--- config.mk ---
export PLATFORM = sky130hd
export DESIGN_NAME = mem_arb
export DESIGN_NICKNAME = d
export VERILOG_FILES = /design/src/rtl/mem_arb.sv
export SDC_FILE = /design/constraint.sdc
export NUM_CORES = 1
export LEC_CHECK = 0
export ABC_CLOCK_PERIOD_IN_PS = 4900
export CORE_UTILIZATION = 36
export DETAILED_ROUTE_END_ITERATION = 8
export GPL_ROUTABILITY_DRIVEN = 0
export PLACE_DENSITY = 0.88
export RECOVER_POWER = 25
export SLEW_MARGIN = 20
export SYNTH_ARGS = -nofsm -noshare
export SYNTH_HDL_FRONTEND = slang
export SYNTH_SLANG_ARGS = --single-unit
--- constraint.sdc ---
create_clock -name clock -period 4.9 [get_ports clock]
set_input_delay 0.49 -clock clock [delete_from_list [all_inputs] [get_ports clock]]
set_output_delay 0.49 -clock clock [all_outputs]
set_load 0.01 [all_outputs]
--- src/rtl/mem_arb.sv ---
// Two-master memory arbiter with a bounded hold per grant and an in-order
// read-owner tag FIFO that routes returning read data to the issuing master.
module mem_arb #(
    parameter int ADDR_WIDTH  = 20,
    parameter int DATA_WIDTH  = 16,
    parameter int BE_WIDTH    = DATA_WIDTH / 8,
    parameter int MAX_HOLD    = 8,
    parameter int OUTSTANDING = 4
) (
    input  logic                  clock,
    input  logic                  reset,
    input  logic [ADDR_WIDTH-1:0] m0_address,
    input  logic [BE_WIDTH-1:0]   m0_byteenable,
    input  logic                  m0_read,
    output logic [DATA_WIDTH-1:0] m0_readdata,
    output logic                  m0_readdataready,
    output logic                  m0_waitrequest,
    input  logic [ADDR_WIDTH-1:0] m1_address,
    input  logic [BE_WIDTH-1:0]   m1_byteenable,
    input  logic                  m1_read,
    input  logic                  m1_write,
    input  logic [DATA_WIDTH-1:0] m1_writedata,
    output logic [DATA_WIDTH-1:0] m1_readdata,
    output logic                  m1_readdataready,
    output logic                  m1_waitrequest,
    output logic [ADDR_WIDTH-1:0] s_address,
    output logic [BE_WIDTH-1:0]   s_byteenable,
    output logic                  s_read,
    output logic                  s_write,
    output logic [DATA_WIDTH-1:0] s_writedata,
    input  logic [DATA_WIDTH-1:0] s_readdata,
    input  logic                  s_readdataready,
    input  logic                  s_waitrequest,
    output logic [1:0]            owner,
    output logic                  protocol_err
);

    localparam int HOLD_W = ($clog2(MAX_HOLD) > 3) ? $clog2(MAX_HOLD) : 3;
    localparam int PTR_W  = (OUTSTANDING > 1) ? $clog2(OUTSTANDING) : 1;
    localparam int CNT_W  = $clog2(OUTSTANDING + 1);
    localparam logic [HOLD_W-1:0] HOLD_LAST = HOLD_W'(MAX_HOLD - 1);
    localparam logic [CNT_W-1:0]  CNT_FULL  = CNT_W'(OUTSTANDING);
    localparam logic [PTR_W-1:0]  PTR_LAST  = PTR_W'(OUTSTANDING - 1);

    typedef enum logic [1:0] {IDLE = 2'b00, GNT0 = 2'b01, GNT1 = 2'b10} state_t;

    state_t                 state_q, state_d;
    logic                   last_gnt_q, last_gnt_d;
    logic [HOLD_W-1:0]      hold_q, hold_d;
    logic [PTR_W-1:0]       wr_ptr_q, wr_ptr_d, rd_ptr_q, rd_ptr_d;
    logic [CNT_W-1:0]       cnt_q, cnt_d;
    logic [OUTSTANDING-1:0] tag_q;
    logic                   err_q, err_d;

    logic req0, req1, me_req, oth_req, me_id;
    logic fifo_empty, blocked, accept, push, pop, expire, head_tag;
    state_t oth_state;

    function automatic logic [PTR_W-1:0] ptr_inc(input logic [PTR_W-1:0] p);
        return (p == PTR_LAST) ? '0 : p + 1'b1;
    endfunction

    assign req0       = m0_read;
    assign req1       = m1_read | m1_write;
    assign fifo_empty = (cnt_q == '0);
    assign blocked    = (cnt_q == CNT_FULL) & ~s_readdataready;
    assign head_tag   = tag_q[rd_ptr_q];
    assign pop        = s_readdataready & ~fifo_empty;
    assign accept     = (s_read | s_write) & ~s_waitrequest;
    assign push       = accept & s_read;

    // Command mux; a simultaneous read+write from m1 is forwarded as a write.
    always_comb begin
        s_address      = '0;
        s_byteenable   = '0;
        s_read         = 1'b0;
        s_write        = 1'b0;
        s_writedata    = '0;
        m0_waitrequest = 1'b1;
        m1_waitrequest = 1'b1;
        case (state_q)
            GNT0: begin
                s_address      = m0_address;
                s_byteenable   = m0_byteenable;
                s_read         = m0_read & ~blocked;
                m0_waitrequest = s_waitrequest | (m0_read & blocked);
            end
            GNT1: begin
                s_address      = m1_address;
                s_byteenable   = m1_byteenable;
                s_writedata    = m1_writedata;
                s_write        = m1_write;
                s_read         = m1_read & ~m1_write & ~blocked;
                m1_waitrequest = s_waitrequest | (m1_read & ~m1_write & blocked);
            end
            default: ;
        endcase
    end

    always_comb begin
        state_d    = state_q;
        hold_d     = hold_q;
        last_gnt_d = last_gnt_q;
        me_req     = (state_q == GNT1) ? req1 : req0;
        oth_req    = (state_q == GNT1) ? req0 : req1;
        me_id      = (state_q == GNT1);
        oth_state  = (state_q == GNT1) ? GNT0 : GNT1;
        expire     = accept & (hold_q == HOLD_LAST);
        if (state_q == IDLE) begin
            if (req0 && req1)
                state_d = last_gnt_q ? GNT0 : GNT1;
            else if (req0)
                state_d = GNT0;
            else if (req1)
                state_d = GNT1;
        end else if (!me_req || expire) begin
            if (oth_req) begin
                state_d    = oth_state;
                last_gnt_d = me_id;
            end else if (me_req) begin
                hold_d = '0;
            end else begin
                state_d    = IDLE;
                last_gnt_d = me_id;
            end
        end else if (accept) begin
            hold_d = hold_q + 1'b1;
        end
        if (state_d != state_q)
            hold_d = '0;
    end

    always_comb begin
        wr_ptr_d = push ? ptr_inc(wr_ptr_q) : wr_ptr_q;
        rd_ptr_d = pop ? ptr_inc(rd_ptr_q) : rd_ptr_q;
        cnt_d    = cnt_q;
        if (push && !pop)
            cnt_d = cnt_q + 1'b1;
        else if (pop && !push)
            cnt_d = cnt_q - 1'b1;
        err_d = err_q | (s_readdataready & fifo_empty) | (m1_read & m1_write);
    end

    always_ff @(posedge clock or posedge reset) begin
        if (reset) begin
            state_q    <= IDLE;
            last_gnt_q <= 1'b1;
            hold_q     <= '0;
            wr_ptr_q   <= '0;
            rd_ptr_q   <= '0;
            cnt_q      <= '0;
            err_q      <= 1'b0;
        end else begin
            state_q    <= state_d;
            last_gnt_q <= last_gnt_d;
            hold_q     <= hold_d;
            wr_ptr_q   <= wr_ptr_d;
            rd_ptr_q   <= rd_ptr_d;
            cnt_q      <= cnt_d;
            err_q      <= err_d;
        end
    end

    // Tag storage is only meaningful below cnt_q, so it needs no reset.
    always_ff @(posedge clock) begin
        if (push)
            tag_q[wr_ptr_q] <= (state_q == GNT1);
    end

    assign m0_readdata      = s_readdata;
    assign m1_readdata      = s_readdata;
    assign m0_readdataready = pop & ~head_tag;
    assign m1_readdataready = pop & head_tag;
    assign owner            = state_q;
    assign protocol_err     = err_q;

endmodule
* Word level (Yosys, flattened, before mapping)
Index checks and enable logic that the tools add are counted.
** Cells by class
- Add/subtract/negate cells :: 5
- $lt $le $gt $ge :: 3
- Equality and inequality tests :: 11
- Multiplexer cells :: 35
- Bitwise gates (word level) :: 27
- Reduce and logical (&&, ||, !) cells :: 14
** Operators by type and width (count)
- case mux 20 bit (2 select lines) :: 1
- two-way mux 3 bit :: 8
- two-way mux 2 bit :: 11
- two-way mux 16 bit :: 1
- bitwise AND 1 bit :: 14
- two-way mux 1 bit :: 9
- NOT 1 bit :: 7
- adder 3 x 1 -> 3 bit, second input constant :: 2
- == test 2 bit, second input constant :: 3
- == test 3 bit, second input constant :: 2
- < comparator 2 x 3 -> 1 bit, second input constant :: 2
- != test 3 x 2 -> 1 bit, second input constant :: 2
- OR 1 bit :: 6
- adder 2 x 1 -> 2 bit, second input constant :: 2
- bitwise mux 4 bit :: 1
- logical AND 1 bit :: 4
- != test 2 x 1 -> 1 bit, second input constant :: 2
- case mux 2 bit (2 select lines) :: 1
- AND reduction 4 bit :: 1
- zero test 1 bit :: 3
- zero test 3 bit :: 1
- AND reduction 3 bit :: 1
- nonzero test 3 bit :: 1
- subtractor 3 x 1 -> 3 bit, second input constant :: 1
- 9 further kinds :: 9
** Word-level totals
- Flip-flop bits (word level) :: 18
- Input bits :: 83
- Output and inout port bits :: 79
- Word-level logic and storage cells :: 103

* Depth between registers and ports, before layout
- Depth after elaboration :: 14
- Mapped depth :: 11
- Depth with buffers taken out :: 11

* Worst setup path after synthesis
Ideal clock, no wire load.
- Kind :: register to register
- From :: register state_q[0] (netlist: owner[0])
- To :: register cnt_q[2]
- Setup time :: 0.079 ns
- Data arrival time :: 2.583 ns
- Data required time :: 4.821 ns
- Path slack :: 2.237 ns
- Cell stages (with the launch flop) :: 12
- Buffers on the path :: 0
- Period minus slack after synthesis :: 2.663 ns
- Cells stage by stage :: dfrtp_1 > inv_1 > ha_1 > and2b_4 > o211ai_4 > nor2_1 > ha_1 > inv_1 > fa_1 > xor2_1 > nor2_1 > xor2_1
** Between the ends
- Longest elaborated chain between the ends :: 8
- Elaborated cells on any way between the ends :: 12
- Classes of those cells :: eq/ne (2); mux (3); bitwise (3); reduce/logical (4)
** Ends and longest elaborated chain
- start, declared :: line 47 : state_t state_q, state_d;
- start signal, assigned :: line 154 : state_q <= state_d;
- == test 2 bit *
- net me_id :: line 55 : logic req0, req1, me_req, oth_req, me_id;
- case mux 1 bit (2 select lines) / two-way mux 1 bit (equally long branches) :: line 81 : case (state_q)
- OR 1 bit :: line 69 : assign accept = (s_read | s_write) & ~s_waitrequest;
- bitwise AND 1 bit :: line 69
- bitwise AND 1 bit * :: line 70 : assign push = accept & s_read;
- net push :: line 56 : logic fifo_empty, blocked, accept, push, pop, expire, head_tag;
- zero test 1 bit :: line 139 : else if (pop && !push)
- logical AND 1 bit :: line 139
- nonzero test 2 bit (no line)
- end signal, assigned :: line 159 : cnt_q <= cnt_d;
- end, declared :: line 51 : logic [CNT_W-1:0] cnt_q, cnt_d;
The timed path passes the listed nets; every way through them passes the cells marked *.
A chain may end at the register's enable or synchronous reset.

* Final worst setup path
- From :: register state_q[0] (netlist: owner[0])
- To :: register cnt_q[2]
** Between the ends
- Longest elaborated chain between the ends :: 8
- Elaborated cells on any way between the ends :: 12
- Classes of those cells :: eq/ne (2); mux (3); bitwise (3); reduce/logical (4)
** Ends and longest elaborated chain (line)
- == test 2 bit / == test 2 x 1 -> 1 bit (equally long branches) :: 81
- case mux 1 bit (2 select lines) / two-way mux 1 bit (equally long branches) :: 81
- OR 1 bit :: 69
- bitwise AND 1 bit :: 69
- bitwise AND 1 bit * :: 70
- net push :: 56
- zero test 1 bit :: 139
- logical AND 1 bit :: 139
- nonzero test 2 bit (no line)
Marked as above.

==> summary.md <==
| Metric | Value |
|---|---|
| Worst hold path type | flop to flop |
| VDD IR max | 312.0 uV |
| Filler cell count | 484 |
| Post-Route WL | 5.536 mm |
| Top_reg_cell synth | dfrtp_1 |
| Crit Path Category | flop to flop |
| Tmin final | 3156 ps |
| First-pass GRT wire length | 8.749 mm |
| DR WL/cell | 14.80 microns |
| CP max stage cell | ha_1 |
| Port Buf Inserts | 113 |
| Setup Fix Bufs, Post-CTS | 0 |
| Io pins | 162 |
| Worst Path Buf+Inv | 2 |
| Post-DRT Antenna Nets | 0 |
| Initial antenna violation count | 0 |
| Hold_buf cts | 0 |
| Largest family of logic cells by synthesized area | simple AND/OR/NAND/NOR gates |
| TritonCTS clock tree | built |
| Initial core utilization | 38.32% |
| Clock Latency Late Sink | 250 ps |
| Largest net degree at the start of global routing | 50 |
| Critical path endpoint category | flop |
| Synth unique cells | 54 |
| Vias per std cell | 5.048 |
| # rows | 26 |
| Slew Limit Headroom | 43.14% |
| Die footprint | 5842 sq um |
| FF+latch count, synth | 18 |
| Final hold violation count | 0 |
| DR iter-0 viols | 68 |
| Top cell family by delay on the critical path | adder cells |
| CTS root buffer | clkbuf_8 |
| Mapped Avg Cell Area | 8.671 sq um |
| Syn Std Cell Area | 1994 sq um |
| Slew @ Worst Pin | 852.9 ps |
| Setup ws final | 1744 ps |
| Total global routing overflow | 0 |
| Startpoint types | flop |
| Power Density | 525.7 nW/um^2 |
| Die Y | 76.43 microns |
| Worst Path Required | 5080 ps |
| Place WS | 1797 ps |
| Simple-Gate Fraction of Synth Area | 24.40% |
| Vias in the first global route | 1829 |
| Worst reg-to-reg setup slack | 1740 ps |
| Crit path max fanout | 23 |
| Number of synthesized flops with an enable pin | 4 |
| Syn-to-layout area delta | 49.00% |
| Total track usage | 18.17% |
| Layout cells sized above 1 | 7.237% |
| Chip width | 76.43 microns |
| Reg clk slew, reported paths | 70 ps |
| Inserted Diodes | 0 |
| DRC | 0 |
| Adder-Cell Fraction of Synth Area | 8.407% |
| Most common cell after layout, fill and taps aside | clkdlybuf4s50_1 |
| Net count, final | 400 |
| CP cell instances | inv_1 -> ha_1 -> o211ai_4 -> nor2_1 -> ha_1 -> inv_1 -> fa_1 -> xor2_1 -> nor2_1 -> xor2_1 |
| CP max stage delay | 730 ps |
| Max Slew Vio Count | 0 |
| Register area share after synthesis | 23.65% |
| Clock Tree Buf Depth | 2 |
| Fin util | 57.09% |
| CTS H-tree lvls | 1 |
| Post-Synth XOR/XNOR Area | 1.317% |
| Core area | 5205 sq um |
| Syn Inst Count | 230 |
| 1st-pass router iterations | 4 |
| Final setup TNS | 0 ps |
| Async S/R FF share, synth | 77.78% |
| Clk_skew | 3.851 ps |
| LEAKAGE | 1.117 nW |
| Post-route clock period utilization | 64.41% |
| Arrival time worst endpoint | 3330 ps |
| Vias | 1888 |
| Synth Area in Compound Gates | 22.58% |
| Mux cell area share after synthesis | 3.262% |
| Syn nets | 325 |
| Post-cts resize count | 0 |
| CTS buffer count | 3 |
| Design Power | 1.562 mW |
| Status | finished, final reports clean |
| Most frequent cells in the layout | clkdlybuf4s50_1 (113), nor2b_1 (24), a22oi_1 (22), and2_1 (21), dfrtp_1 (13) |
| Hpwl dp | 4.318 mm |
| Fmax achieved | 0.3168 GHz |
| Synth warnings | 0 |
| Max Cap Viol | 0 |
| RSZ-0062 raised after global routing | no |
| Final Setup Violations | 0 |
| Sinks on Clock Net | 18 |
[logic make-up (layout without fill, tap and decap cells)]
kind of cell | count (synthesis) | count (layout)
buffers and inverters | 52 | 126
flip-flops | 18 | 18
multiplexers | 5 | 5
adder cells (fa/ha/maj) | 13 | 13
XOR/XNOR | 3 | 3
AND/OR/NAND/NOR | 83 | 83
AO/OA/AOI/OAI | 56 | 56
[cells in the mapped netlist, types with 2 or more instances]
cell type | instances | share of area, %
xor2_1 | 2 | 0.88
edfxtp_1 | 4 | 6.0
nor2b_1 | 24 | 7.5
inv_1 | 6 | 1.1
buf_1 | 2 | 0.38
a22oi_1 | 22 | 8.3
nand2_1 | 12 | 2.3
dfrtp_1 | 13 | 16
o21ai_0 | 7 | 1.8
o21ai_1 | 2 | 0.50
mux2i_1 | 2 | 1.0
o21a_4 | 2 | 1.5
ha_1 | 11 | 6.9
nor2_1 | 8 | 1.5
a2bb2oi_1 | 2 | 0.88
a21oi_1 | 6 | 1.5
buf_4 | 33 | 12
clkbuf_1 | 8 | 1.5
nor3_1 | 4 | 1.0
nand3_1 | 2 | 0.50
mux2_2 | 2 | 1.1
nand3b_1 | 3 | 1.1
a221o_1 | 2 | 1.0
and2_1 | 21 | 6.6
[final timing paths]
check | from | to | cells after the start
max | owner[0] | cnt_q[2] | 10
min | protocol_err | protocol_err | 1
max reg2reg | owner[0] | cnt_q[2] | 10
min reg2reg | protocol_err | protocol_err | 1
max in group asynchronous | reset | rd_ptr_q[1] | 2
min in group asynchronous | reset | hold_q[2] | 2
[power breakdown]
part	leakage, nW	internal, mW	switching, mW
clock network	0.0231	0.0557	0.0491
logic	0.892	0.628	0.543
registers	0.203	0.218	0.0680
total	1.12	0.902	0.660
[through the flow]
step	instance area, sq um	std cells	hold slack [ps]
after global placement	2927	370	477.1
final	2972	374	493.1
after detailed placement	2927	370	478.7
after CTS	2972	374	494.9
after floorplan	1994	230	378.5
after global routing	2972	374	503.9
[layer usage]
| layer | share of wire (%) | GRT usage (%) | up-vias | routed length [microns] |
|---|---|---|---|---|
| met2 | 52 | 34.23 | 74 | 2904 |
| li1 | - | - | 925 | - |
| met4 | 0.89 | 3.269 | 0 | 49 |
| met1 | 40 | 20.82 | 875 | 2231 |
| met5 | 0 | 0 | - | 0 |
| met3 | 6.3 | 4.192 | 14 | 351 |
[flip-flops by register name (all words and copies together), names as in the netlist]
register      flops
cnt_q             3
hold_q            3
last_gnt_q        1
owner             2
protocol_err      1
rd_ptr_q          2
tag_q             4
wr_ptr_q          2
[final cells by class]
cell class	instances	area (sq um)	share of cell area [%]
multi-input combinational	160	1196	40.25
inverter	8	32.53	1.095
timing repair buffer	114	1139	38.32
tap	70	87.58	2.947
clock inverter	1	3.754	0.1263
sequential	18	471.7	15.87
clock buffer	3	41.29	1.389
Power figures use the tool's default switching activity.
